$ cat src/rtl/seq_detect_param.sv
// Serial sequence detector: matches the last PAT_W valid bits of a stream against a
// runtime-loadable pattern, with overlapping/non-overlapping modes and a saturating match count.
//
// state   | meaning
// FILLING | fewer than PAT_W valid bits held in history; no match possible
// ARMED   | history holds PAT_W valid bits; every valid sample is compared
module seq_detect_param #(
    parameter int                PAT_W    = 5,
    parameter logic [PAT_W-1:0]  PAT_INIT = 5'b10010,
    parameter int                CNT_W    = 8
) (
    input  logic             clk,
    input  logic             rst,
    input  logic             din,
    input  logic             din_vld,
    input  logic             pat_load,
    input  logic [PAT_W-1:0] pat_in,
    input  logic             overlap,
    input  logic             cnt_clr,
    output logic             dout,
    output logic [CNT_W-1:0] match_cnt
);

    localparam int               FW       = $clog2(PAT_W + 1);
    localparam logic [FW-1:0]    FILL_MAX = FW'(PAT_W);
    localparam logic [CNT_W-1:0] CNT_MAX  = '1;

    typedef enum logic {
        FILLING = 1'b0,
        ARMED   = 1'b1
    } state_e;

    state_e             state_q, state_d;
    logic [PAT_W-1:0]   pattern_q, pattern_d;
    logic [PAT_W-1:0]   history_q, history_d;
    logic [FW-1:0]      fill_q, fill_d;
    logic               dout_q, dout_d;
    logic [CNT_W-1:0]   cnt_q, cnt_d;

    logic [PAT_W-1:0]   hist_shift;
    logic [FW-1:0]      fill_inc;
    logic               match;

    always_ff @(posedge clk or posedge rst) begin
        if (rst) begin
            state_q   <= FILLING;
            pattern_q <= PAT_INIT;
            history_q <= '0;
            fill_q    <= '0;
            dout_q    <= 1'b0;
            cnt_q     <= '0;
        end else begin
            state_q   <= state_d;
            pattern_q <= pattern_d;
            history_q <= history_d;
            fill_q    <= fill_d;
            dout_q    <= dout_d;
            cnt_q     <= cnt_d;
        end
    end

    always_comb begin
        pattern_d  = pattern_q;
        history_d  = history_q;
        fill_d     = fill_q;
        match      = 1'b0;
        hist_shift = {history_q[PAT_W-2:0], din};
        fill_inc   = (state_q == ARMED) ? FILL_MAX : fill_q + 1'b1;

        // A load discards any coincident sample and restarts the fill.
        if (pat_load) begin
            pattern_d = pat_in;
            history_d = '0;
            fill_d    = '0;
        end else if (din_vld) begin
            history_d = hist_shift;
            fill_d    = fill_inc;
            if ((fill_inc == FILL_MAX) && (hist_shift == pattern_q)) begin
                match = 1'b1;
                if (!overlap) begin
                    fill_d = '0;
                end
            end
        end

        state_d = (fill_d == FILL_MAX) ? ARMED : FILLING;
        dout_d  = match;

        cnt_d = cnt_q;
        if (cnt_clr) begin
            cnt_d = '0;
        end else if (match && (cnt_q != CNT_MAX)) begin
            cnt_d = cnt_q + 1'b1;
        end
    end

    assign dout      = dout_q;
    assign match_cnt = cnt_q;

endmodule

$ cat config.mk
export PLATFORM = sky130hd
export DESIGN_NAME = seq_detect_param
export DESIGN_NICKNAME = d
export VERILOG_FILES = /design/src/rtl/seq_detect_param.sv
export SDC_FILE = /design/constraint.sdc
export NUM_CORES = 1
export LEC_CHECK = 0
export ABC_AREA = 1
export BUFFER_PORTS_ARGS = -buffer_cell sky130_fd_sc_hd__buf_4
export CAP_MARGIN = 20
export CELL_PAD_IN_SITES_DETAIL_PLACEMENT = 1
export CELL_PAD_IN_SITES_GLOBAL_PLACEMENT = 2
export CORE_MARGIN = 4
export CORE_UTILIZATION = 32
export CTS_CLUSTER_DIAMETER = 120
export DETAILED_ROUTE_END_ITERATION = 12
export PLACE_DENSITY = 0.78
export SLEW_MARGIN = 20
export SYNTH_ARGS = -nofsm -noshare
export SYNTH_HDL_FRONTEND = slang
export SYNTH_SLANG_ARGS = --single-unit
$ cat constraint.sdc
create_clock -name clk -period 1.7 [get_ports clk]
set_input_delay 0.17 -clock clk [delete_from_list [all_inputs] [get_ports clk]]
set_output_delay 0.17 -clock clk [all_outputs]
set_load 0.02 [all_outputs]
=== After elaboration in Yosys (flattened, before gate mapping) ===
Index checks and enable logic that the tools add are counted.

* Memories: 0
* Bits of input ports: 12
* Bits in writable memories: 0
* Bits in latches: 0
* Bits in registers: 22
* Bits in read-only memories: 0
* Output and inout bits: 9

* Multiply operators: 0
* Magnitude comparators: 0
* Shift operators: 0
* Eq/ne operators: 4
* $add $sub $neg: 2
* Muxes and demuxes: 13
* Divide/modulo/power cells: 0
* Reductions and logical operators: 4
* Bitwise gates (word level): 0

{| class="wikitable"
|+ Operator list
! operator !! count
|-
| 8-bit 2-to-1 mux || 2
|-
| 3-bit 2-to-1 mux || 5
|-
| 8-bit by 1-bit adder with 8-bit output (second input constant) || 1
|-
| 4-bit 2-to-1 mux || 2
|-
| 8-bit != test (second input constant) || 1
|-
| 3-bit equality test (second input constant) || 2
|-
| 5-bit equality test || 1
|-
| 1-bit 2-to-1 mux || 4
|-
| 2-bit nonzero test || 2
|-
| 3-bit by 1-bit adder with 3-bit output (second input constant) || 1
|-
| 1-bit logical AND || 2
|}

=== Longest topological paths before layout ===
* Depth after elaboration: 10
* Mapped depth: 11
* Mapped depth without buffers: 11

=== Least setup slack after synthesis ===
OpenSTA, ideal clock, no wires.

* Path kind: register to register
* From: register cnt_q[0], in the netlist match_cnt[0]
* To: register cnt_q[0], in the netlist match_cnt[0]
* Data required time: 1.582 ns
* Setup time: 0.118 ns
* Arrival time: 1.408 ns
* Slack: 0.174 ns
* Buffers on the path: 0
* Clock period less this slack: 1.526 ns
* Cell stages (with the launch flop): 9
* Cells stage by stage: dfrtp_1 -> ha_1 -> nand3_2 -> nor2_4 -> nand4_4 -> nand4_4 -> nand2_4 -> nand2_1 -> nand2_1

* Word-level cells in the longest chain between the ends: 3

{| class="wikitable"
|+ RTL lines
! what !! RTL line !! text
|-
| from (decl) || 38 || <nowiki>logic [CNT_W-1:0] cnt_q, cnt_d;</nowiki>
|-
| from (signal assigned) || 58 || <nowiki>cnt_q <= cnt_d;</nowiki>
|-
| 8-bit by 1-bit adder with 8-bit output or 8-bit != test (tied branches) || 93, 92 ||
|-
| 8-bit 2-to-1 mux or 1-bit logical AND (tied branches) || 92 || <nowiki>end else if (match && (cnt_q != CNT_MAX)) begin</nowiki>
|-
| 8-bit 2-to-1 mux or 2-bit nonzero test (tied branches) || -- ||
|}

Parallel ways exist; a longest one is shown, timed or not. The select of a mux whose other input is x is not followed.
A chain may end at the register's enable or synchronous reset.

=== Final worst setup path ===
* From: register fill_q[0]
* To: register cnt_q[5], in the netlist match_cnt[5]

* Word-level cells in the longest chain between the ends: 9

{| class="wikitable"
|+ RTL lines
! what !! RTL line !! text
|-
| from (decl) || 36 || <nowiki>logic [FW-1:0] fill_q, fill_d;</nowiki>
|-
| from (signal assigned) || 56 || <nowiki>fill_q <= fill_d;</nowiki>
|-
| 3-bit by 1-bit adder with 3-bit output || 68 || <nowiki>fill_inc = (state_q == ARMED) ? FILL_MAX : fill_q + 1'b1;</nowiki>
|-
| 3-bit 2-to-1 mux || 68 ||
|-
| 3-bit equality test || 78 || <nowiki>if ((fill_inc == FILL_MAX) && (hist_shift == pattern_q)) begin</nowiki>
|-
| 1-bit logical AND || 78 ||
|-
| 1-bit 2-to-1 mux || 78 ||
|-
| 1-bit 2-to-1 mux || 75 || <nowiki>end else if (din_vld) begin</nowiki>
|-
| 1-bit 2-to-1 mux || 71 || <nowiki>if (pat_load) begin</nowiki>
|-
| 1-bit logical AND || 92 ||
|-
| 2-bit nonzero test (no line) || -- ||
|}

Every way passes these cells.

==> flow_summary.ini <==
[logic_synthesis]
yosysWarnings = 0
synth.distinct_cells = 28
synthesis.nets = 164
synth-edff-count = 0
post-synth-top-area-fraction_pct = 40.40
synth_commonest_cells = nand2_1, dfrtp_1, inv_1
synth_seq_cells = 22
postSynthCellCount = 150
sequential_cell_area_fraction_in_the_yosys_report_pct = 44.65
post_synth_instance_area_sq_um = 1239
post_synth_main_area_contributors = dfrtp_1, nand2_1, inv_1, nand3_1, dfstp_2
ys_async_rst_share_pct = 100.0
synth_top_area_cell = dfrtp_1
yosys.cell_count.top_type = nand2_1
synthesis.area_per_instance_sq_um = 8.258
yosys_most_used_dff = dfrtp_1

[timing]
finalSetupViolations = 0
timing_worst_slew_pin_value_ns = 0.2990
finalHoldViolCount = 0
period_minus_slack_ns = 1.642
slew_headroom_pct = 80.07
final.setup.tns_ns = 0
timing.final.crit_share_pct = 96.57
final_max_slew_viol_count = 0
fin_worst_skew_ns = 0.008571
max_freq_mhz = 609.2

[min_path]
hold-path-endpoint = pattern_q[3]$_DFFE_PP0P_
worst_hold_startpoint = pat_in[3]
worst_hold_path_type = in -> reg
hold-path-cell-count = 3

[worst_setup_path]
critical_path.slowest_cell = dfrtp_1
cell_depth_of_the_worst_flop_to_flop_path = 9
critPathMaxFanout = 7
path_cells = buf_4 > buf_4 > o21ai_2 > nand2_2 > nor2_4 > nand4_4 > nand2_4 > nand2_1 > nand2_1
arrival_ns = 1.85
timing.critical_path.required_ns = 1.90
worst_path_dominant_cell_family = simple AND/OR/NAND/NOR gates
ff2ff_setup_slack_ns = 0.06
startpoint_class = flip-flop
worst_r2r_endpoint = match_cnt[5]$_DFFE_PP0P_
timing.rr.start = fill_q[0]$_DFF_PP0_
crit_buf_inv = 2
worstSetupEndpointType = flip-flop
worst_path_largest_cell_delay_ns = 0.43
critical_path_class = reg -> reg

[clocking]
tritoncts = done
clk_path_buf_depth = 2
cts-htree-levels = 1
cts.sinks = 22
clkTransAtPathRegs_ns = 0.08
clock_insertion_delay_worst_skew_ns = 0.26
clk_root_buffer_cell = clkbuf_8
cts_inserted_buffers = 3

[placement]
port_buffers = 20
globalplace.congestion = 0.7517
detailed_place_hpwl_mm = 2.216
placement.cell_area_sq_um = 1444

[route]
detail_route.vias_per_cell = 4.607
initial_detailed_routing_violation_count = 19
drt-pass1-iter-count = 3
drc_errors = 0
final_antenna_net_count = 0
drt-total-wl_mm = 2.961
wl_per_cell_um = 13.22
route.vias.total = 1032

[global_routing]
first_global_vias = 1107
grt_antenna_before_repair = 0
grt_max_degree = 23
grtUsageTotal_pct = 12.79
global_route_wire_length_before_repair_mm = 5.099
overflow = 0

[power]
power_density_nw_per_um2 = 677.9
power.combinational.fraction_pct = 15.4
cellInternalPower_uw = 772.1
net-switching-power_uw = 278.8
share_seq_of_total_power_pct = 53.7
power.ir.vdd_worst_uv = 321.4
leak_pwr_uw = 0.0007753
portion_of_total_power_attributed_to_the_clock_network_pct = 30.9
switching_fraction_pct = 26.53

[outcome]
outcome = completed

[layout]
num-nets-final = 192
antenna-diode-count = 0
flow.area_growth_from_synthesis_pct = 25.15
drive_gt1_share_pct = 27.84
layout.cell_area.non_filler_sq_um = 1550

[die]
fp-row-count = 22
chipHeight_um = 70.22
floorplan.io_pins = 21
die-area_sq_um = 4930
core_sq_um = 3689
initial_standard_cell_utilization_of_the_core_pct = 33.58
fp.dieW_um = 70.22

[run]
maxCapViolations = 0
cells by family after synthesis:
kind of cell	Yosys count	share of synthesized area, %
AND/OR/NAND/NOR	86	36.87
AO/OA/AOI/OAI	9	3.838
buffers and inverters	24	7.677
adder cells (fa/ha/maj)	2	2.020
XOR/XNOR	7	4.950
flip-flops	22	44.65
cells in the final DEF, fill, tap and decap left out:
cell / count
nor2_8: 1
nand3_2: 4
nor2_2: 1
dfrtp_1: 19
nand2_1: 48
ha_4: 1
o21ai_2: 1
nor2_4: 3
nand2_4: 1
xnor2_1: 5
nor2_1: 9
ha_1: 1
buf_4: 23
nand3_1: 10
o22ai_1: 2
nor3b_1: 1
and2_1: 1
nand4_1: 2
nor3_2: 1
o21ai_0: 4
dfstp_2: 2
inv_1: 19
xor2_1: 2
nand4_4: 2
nand4_2: 1
clkbuf_8: 3
inv_2: 2
dfrtp_2: 1
clkinv_1: 1
a21oi_1: 2
dlygate4sd3_1: 1
nand2_2: 2
layout make-up:
cell class / count / area [sq um]
Fill cell: 450 / 2138
Timing Repair Buffer: 24 / 182.7
Inverter: 22 / 82.58
Sequential cell: 22 / 554.3
Multi-Input combinational cell: 105 / 629.4
Tap cell: 48 / 60.06
Clock buffer: 3 / 41.29
per-layer routing:
metal | share of wire (%) | wire length [um] | GRT usage (%)
met5 | 0 | 0 | 0
met4 | 1.2 | 36 | 4.468
met2 | 53 | 1564 | 21.51
met3 | 3.9 | 116 | 2.590
met1 | 42 | 1243 | 16.19
power by group through the flow:
stage | registers [uW] | clock network [uW] | logic, uW
after floorplan | 572 | 0 | 93.2
after global placement | 571 | 0 | 141
after detailed placement | 573 | 0 | 145
after CTS | 563 | 332 | 148
after global routing | 568 | 367 | 184
final | 564 | 325 | 162
flip-flops by register name, summed over array words and instances (netlist names):
signal	cells
match_cnt	8
fill_q	3
history_q	4
dout	1
state_q	1
pattern_q	5
worst max-delay path by stage:
stage	start	end	depth (start not counted)
after floorplan	match_cnt[0]$_DFFE_PP0P_	match_cnt[0]$_DFFE_PP0P_	8
after global placement	fill_q[0]$_DFF_PP0_	match_cnt[6]$_DFFE_PP0P_	8
after detailed placement	fill_q[0]$_DFF_PP0_	match_cnt[5]$_DFFE_PP0P_	8
after CTS	fill_q[0]$_DFF_PP0_	match_cnt[5]$_DFFE_PP0P_	8
after global routing	fill_q[0]$_DFF_PP0_	state_q$_DFF_PP0_	8
final	fill_q[0]$_DFF_PP0_	match_cnt[5]$_DFFE_PP0P_	9
worst register-to-register path, stage by stage (launching register included):
cell     delay [ns]
dfrtp_1        0.43
buf_4          0.16
buf_4          0.13
o21ai_2        0.12
nand2_2        0.08
nor2_4         0.21
nand4_4        0.17
nand2_4        0.14
nand2_1        0.07
nand2_1        0.07
metrics by stage:
step	utilization, %	hold slack (ns)	power (uW)	instances	setup WS, ns
finish	42.03	0.1011	1051	224	0.05837
global route	42.03	0.1100	1119	224	-0.02967
detailed placement	39.15	0.2450	717.9	217	0.08169
CTS	40.54	0.1047	1042	221	0.02577
floorplan	-	0.1577	665.5	150	0.1741
global placement	39.15	0.2391	712.8	217	0.1138
timing repair:
action                                  in CTS  in global routing
hold buffers                                 1                  0
buffers inserted                             0                  2
endpoints found under the hold margin       20                  0
resized for setup                            0                  5
endpoints found under the setup margin       0                 10
(Power assumes the default switching activity.)
